## config.mk

```make
export PLATFORM = sky130hd
export DESIGN_NAME = if_id_skid_buffer
export DESIGN_NICKNAME = d
export VERILOG_FILES = /design/src/rtl/if_id_skid_buffer.sv
export SDC_FILE = /design/constraint.sdc
export NUM_CORES = 1
export LEC_CHECK = 0
export BUFFER_PORTS_ARGS = -buffer_cell sky130_fd_sc_hd__clkbuf_2
export CORE_ASPECT_RATIO = 1.2
export CORE_UTILIZATION = 25
export DETAILED_ROUTE_END_ITERATION = 16
export SKIP_LAST_GASP = 1
export SYNTH_ARGS = -nofsm -noshare
export SYNTH_HDL_FRONTEND = slang
export SYNTH_SLANG_ARGS = --single-unit
```

## constraint.sdc

```tcl
create_clock -name clk -period 2.5 [get_ports clk]
set_input_delay 0.5 -clock clk [delete_from_list [all_inputs] [get_ports clk]]
set_output_delay 0.5 -clock clk [all_outputs]
set_load 0.005 [all_outputs]
```

## src/rtl/if_id_skid_buffer.sv

```systemverilog
// IF/ID boundary: 2-entry skid buffer between fetch and decode, exposing decoded MIPS fields.
// Optional stall counter output enabled by defining IFID_STALL_CNT_EN.
module if_id_skid_buffer #(
    parameter int              PC_W     = 32,
    parameter logic [PC_W-1:0] RESET_PC = '0
) (
    input  logic            clk,
    input  logic            rst_n,
    input  logic            in_valid,
    output logic            in_ready,
    input  logic [31:0]     in_instr,
    input  logic [PC_W-1:0] in_pc,
    input  logic            flush,
    output logic            out_valid,
    input  logic            out_ready,
    output logic [31:0]     out_instr,
    output logic [PC_W-1:0] out_pc,
    output logic [PC_W-1:0] out_pc_plus4,
    output logic [5:0]      opcode,
    output logic [4:0]      rs,
    output logic [4:0]      rt,
    output logic [4:0]      rd,
    output logic [4:0]      shamt,
    output logic [5:0]      funct,
`ifdef IFID_STALL_CNT_EN
    output logic [31:0]     stall_cnt,
`endif
    output logic [15:0]     imm16
);

    typedef enum logic [1:0] {
        EMPTY = 2'd0,
        ONE   = 2'd1,
        FULL  = 2'd2
    } state_t;

    state_t          state;
    state_t          next_state;
    logic [31:0]     head_instr;
    logic [PC_W-1:0] head_pc;
    logic [31:0]     skid_instr;
    logic [PC_W-1:0] skid_pc;
    logic            accept;
    logic            pop;
    logic            load_head;
    logic            load_skid;
    logic            skid_to_head;

    assign out_valid = (state != EMPTY);
    assign accept    = in_valid & in_ready;
    assign pop       = out_valid & out_ready;

    always_comb begin
        next_state   = state;
        load_head    = 1'b0;
        load_skid    = 1'b0;
        skid_to_head = 1'b0;
        if (flush) begin
            next_state = EMPTY;
        end else begin
            case (state)
                EMPTY: begin
                    if (accept) begin
                        next_state = ONE;
                        load_head  = 1'b1;
                    end
                end
                ONE: begin
                    if (accept && pop) begin
                        load_head = 1'b1;
                    end else if (accept) begin
                        next_state = FULL;
                        load_skid  = 1'b1;
                    end else if (pop) begin
                        next_state = EMPTY;
                    end
                end
                FULL: begin
                    if (pop) begin
                        next_state   = ONE;
                        skid_to_head = 1'b1;
                    end
                end
                default: next_state = EMPTY;
            endcase
        end
    end

    // in_ready is a flop fed from next_state so decode's out_ready never reaches fetch combinationally.
    always_ff @(posedge clk or negedge rst_n) begin
        if (!rst_n) begin
            state    <= EMPTY;
            in_ready <= 1'b1;
        end else begin
            state    <= next_state;
            in_ready <= (next_state != FULL);
        end
    end

    always_ff @(posedge clk or negedge rst_n) begin
        if (!rst_n) begin
            head_instr <= '0;
            head_pc    <= RESET_PC;
            skid_instr <= '0;
            skid_pc    <= '0;
        end else begin
            if (load_head) begin
                head_instr <= in_instr;
                head_pc    <= in_pc;
            end else if (skid_to_head) begin
                head_instr <= skid_instr;
                head_pc    <= skid_pc;
            end
            if (load_skid) begin
                skid_instr <= in_instr;
                skid_pc    <= in_pc;
            end
        end
    end

    // Data is left in place on pop; an empty buffer shows a NOP but keeps the last PC.
    assign out_instr    = out_valid ? head_instr : 32'h0000_0000;
    assign out_pc       = head_pc;
    assign out_pc_plus4 = head_pc + PC_W'(4);
    assign opcode       = out_instr[31:26];
    assign rs           = out_instr[25:21];
    assign rt           = out_instr[20:16];
    assign rd           = out_instr[15:11];
    assign shamt        = out_instr[10:6];
    assign funct        = out_instr[5:0];
    assign imm16        = out_instr[15:0];

`ifdef IFID_STALL_CNT_EN
    always_ff @(posedge clk or negedge rst_n) begin
        if (!rst_n) begin
            stall_cnt <= '0;
        end else if (out_valid && !out_ready && (stall_cnt != 32'hFFFF_FFFF)) begin
            stall_cnt <= stall_cnt + 32'd1;
        end
    end
`endif

endmodule

```

Word level (Yosys, flattened, before mapping)
Cells that the tools add are included.

operators by class
  reduce and logical (&&, ||, !) cells = 4
  eq/ne operators = 3
  mux-type cells = 22
  $add $sub $neg = 1
  bitwise logic cells = 2

operators with widths
  kind                                                                    number
  32-bit 2-to-1 mux                                                       5
  32-bit by 3-bit adder with 32-bit output (second input constant)        1
  2-bit 2-to-1 mux                                                        6
  1-bit 2-to-1 mux                                                        9
  2-bit case mux with 3 select lines                                      1
  2-bit nonzero test                                                      2
  1-bit AND                                                               2
  2-bit by 1-bit equality test with 1-bit output (second input constant)  1
  2-bit equality test (second input constant)                             1
  2-bit logical NOT                                                       1
  2-bit inequality test (second input constant)                           1
  1-bit case mux with 2 select lines                                      1
  1-bit logical AND                                                       1

word-level totals
  bits in registers = 131
  output and inout port bits = 146

Depth between registers and ports, before layout
  depth after elaboration = 8
  gate-level depth with buffers = 6

Worst setup path after synthesis
Ideal clock, no wire load.

  path type = register to output
  start point = reg head_pc[2] (netlist: out_pc[2])
  end point = out out_pc_plus4[26]
  path buffers = 0
  arrival = 1.396 ns
  setup slack = 0.604 ns
  cell stages (with the launch flop) = 6
  required time = 2.000 ns
  cells stage by stage = dfrtp_1 > ha_1 > nand4_1 > nor4_1 > nand4_1 > xnor2_1

on the way
  cells in the longest elaborated chain, start to end = 1

RTL lines
  element                                   line  RTL
  start, declared                           40    logic [PC_W-1:0] head_pc;
  start signal, assigned                    109   head_pc <= in_pc;
  start signal, assigned                    112   head_pc <= skid_pc;
  32-bit by 3-bit adder with 32-bit output  124   assign out_pc_plus4 = head_pc + PC_W'(4);
  end, declared                             18    output logic [PC_W-1:0] out_pc_plus4,

Every way passes these cells.

Worst setup path after layout
  start point = reg head_pc[3] (netlist: out_pc[3])
  end point = out out_pc_plus4[31]

Same word-level chain as after synthesis.

==> results.md <==
* Result of the run: finished, violations left
* Violations in the final reports: setup timing
* RSZ-0062 raised after global routing: yes
* IR drop worst, VDD at 0.4054 mV
* Area fraction of the dominant cell type after synthesis at approximately 47%
* Hold buffers post-CTS at 0
* Global-route met1 utilization at ~15%
* # clock sinks at between 100 and 150
* Worst clock skew at 0.008250 ns
* Half-perimeter wire length of the detailed placement result at 11760 um
* Antenna cell count at 0
* CP max stage delay at around 0.43 ns
* H-tree depth reported by CTS at 4
* Leakage dissipation at 4.129 nW
* Final worst-path cycle share at 100.6%
* Number of standard-cell rows in the floorplan at between 60 and 70
* Distinct cell type count after synthesis at 38
* Highest-utilization routing layer at the global route stage: met2
* I/O pin count at 215
* Slew at the pin with the worst max-slew slack at 0.6256 ns
* FF+latch count, synth at ~130
* CP startpoint kind: flop
* Placed Cells incl. Taps at ~1100
* Overflow left after global routing at 0
* Commonest cells in the netlist: 130 x dfrtp_1, 67 x inv_1, 64 x mux2i_1, 64 x o22ai_1, 51 x buf_4
* Number of violations reported at the end of detailed-routing iteration 0 at 199
* Die outline area at roughly 28000 um^2
* Register area share after synthesis at a little under half
* Count of mapped cells out of synthesis at around 600
* Number of endpoints failing setup at the final stage at 2
* WL final at roughly 17000 um
* Number of design rule violations left after detail routing at 0
* Cell area after synthesis at 6867 um^2
* Crit path max-delay cell type: dfrtp_1
* Final weighted congestion in routability-driven placement at 0.7632
* Post-synthesis async set-or-reset flop share at 100.0%
* Number of filler instances in the final layout at 2787
* Number of antenna violations at the first check in global routing at 0
* Highest fanout seen on the critical path at 8
* Number of detailed-route iterations in the first pass at 4
* Syn. warnings at 0
* Fin worst setup slack at -0.01493 ns
* Pin count of the biggest net entering global routing at 65
* Post-DP Area at approximately 8000 um^2
* Category of the most critical setup path: reg -> out
* Starting utilization of the core area at about 25%
* Overall track demand over capacity in global routing at roughly 13%
* Count of nets left with antenna violations after detail routing at 0
* Vertical die dimension at about 180 um
* Final standard cell utilization of the core at 31.91%
* Number of buffers on the longest clock path at 2
* Met3 routing resource usage after global routing at ~3%
* Final Power at between 8 and 9 mW
* Critical path data required time at around 2.0 ns
* Number of nets produced by synthesis at 673
* Post-placement setup slack at roughly 0.25 ns
* Layout cells sized above 1 at about two fifths
* Number of standard cells in the layout, taps in and fillers out at 1140
* Post-layout nets at 857
* CTS tree: done
* Area Growth Syn to Fin at 25.86%
* Core region area at 27090 um^2
* Worst Path Buf+Inv at 2
* Top cells by area, synth: dfrtp_1 47%, mux2i_1 9.3%, mux2_1 8.0%
* Area taken by flip-flops and latches at ~3300 um^2
* Later-pin clock latency in the skew report at around 0.42 ns
* Clock slew seen by the registers of the worst setup and hold paths at 0.06 ns
* Area of the multi-input gates at roughly 2700 um^2
* Final Critical Period at 2.515 ns
* Critical-path cell list: and4_4, nand4_4, nor4_4, buf_4, xnor2_1, clkbuf_2
* Arrival time at the worst endpoint at roughly 2.0 ns
* Wirelength per Cell at ~15 um
* Most common cell in the synthesized netlist: dfrtp_1
* CTS buffer count at 17
* Number of vias per cell after detailed routing at between 4 and 5
* Setup TNS after final layout at -0.01502 ns
* Via count of the first global-routing pass at 5078
* Cell family with the largest share of critical-path delay: simple AND/OR/NAND/NOR gates
* Met2 GRT Util at about 22%
* Hold slack at approximately 0.086 ns
* Number of hold violations in the final report at 0
* Average cell area after synthesis at approximately 11 um^2
* Power per cell area at 964.4 nW/um^2
* Final standard cell area without fillers at 8642 um^2
* Die Span X at about 150 um
* Wire length of the first global-routing pass at between 20000 and 30000 um
* Final Slew Violations at 0
* Commonest register cell after synthesis: dfrtp_1
* Vias post-DR at 5045
* Number of max-cap violations at 0
* Class of the tightest hold or removal check: in -> async
* Number of synthesized flops with an enable pin at 0
* Root buf cell: clkbuf_16
* Worst slew slack as a fraction of its limit at approximately three fifths
* Synth area leader: dfrtp_1
* Highest clock rate at 397.6 MHz
* I/O Buffers at 214
* Endpoint kind of the worst setup timing path: output pin
[sequential cells by signal, indices dropped and copies added, names as in the netlist]
signal / flops
head_instr: 32
out_pc: 32
skid_instr: 32
skid_pc: 32
state: 2
in_ready: 1
[cell type report]
class	count	area share (%)
sequential	131	38.00
multi-input combinational	324	31.00
timing repair buffer	246	16.30
clock buffer	18	4.966
tap	340	4.923
inverter	67	2.910
clock inverter	14	1.897
[report_power, final]
part / internal (mW) / leakage (nW) / switching [mW]
logic: 1.27 / 2.24 / 1.24
clock network: 1.56 / 0.285 / 0.967
registers: 2.85 / 1.61 / 0.447
total: 5.68 / 4.13 / 2.66
[layout by cell type (no fill, tap or decap), drive strengths merged]
| cell type | instances |
|---|---|
| a21oi | 4 |
| and3 | 3 |
| and4 | 3 |
| buf | 37 |
| bufinv | 3 |
| clkbuf | 227 |
| clkinv | 8 |
| clkinvlp | 3 |
| dfrtp | 130 |
| dfstp | 1 |
| ha | 1 |
| inv | 67 |
| mux2 | 65 |
| mux2i | 64 |
| nand2 | 12 |
| nand2b | 1 |
| nand3 | 10 |
| nand3b | 1 |
| nand4 | 8 |
| nor2 | 41 |
| nor2b | 2 |
| nor3 | 7 |
| nor4 | 7 |
| nor4b | 1 |
| o22ai | 64 |
| or2 | 2 |
| xnor2 | 27 |
| xor2 | 1 |
[logic make-up after synthesis]
| group | Yosys count | synth area share [%] |
|---|---|---|
| buffers and inverters | 148 | 14.27 |
| DFF | 131 | 47.76 |
| muxes | 129 | 19.99 |
| and+or+nand+nor | 98 | 7.945 |
| AOI/OAI and AO/OA | 68 | 6.286 |
| xor gates and xnor gates | 28 | 3.571 |
| adders and majority gates | 1 | 0.1822 |
[worst paths after layout]
check,slack [ns],from,endpoint,cells past startpoint
min reg2reg,0.48,skid_instr[15],skid_instr[15],1
max in group asynchronous,1.77,rst_n,in_ready,2
min in group clk,0.32,in_instr[24],skid_instr[24],2
max,-0.01,out_pc[3],out_pc_plus4[31],6
min,0.09,rst_n,head_instr[10],1
max reg2reg,0.62,state[1],head_instr[11],5
[routing by layer]
metal / vias to the layer above / share of wire (%)
met4: 0 / 1.2
met2: 130 / 49
met5: - / 0
met3: 11 / 4.3
li1: 2398 / -
met1: 2506 / 45
[repair_timing]
item / 4_1_cts / 5_1_grt
resized for setup: 8 / 14
pin swaps: 3 / 7
buffers inserted: 7 / 7
endpoints found under the setup margin: 14 / 15
Power figures use the tool's default switching activity.
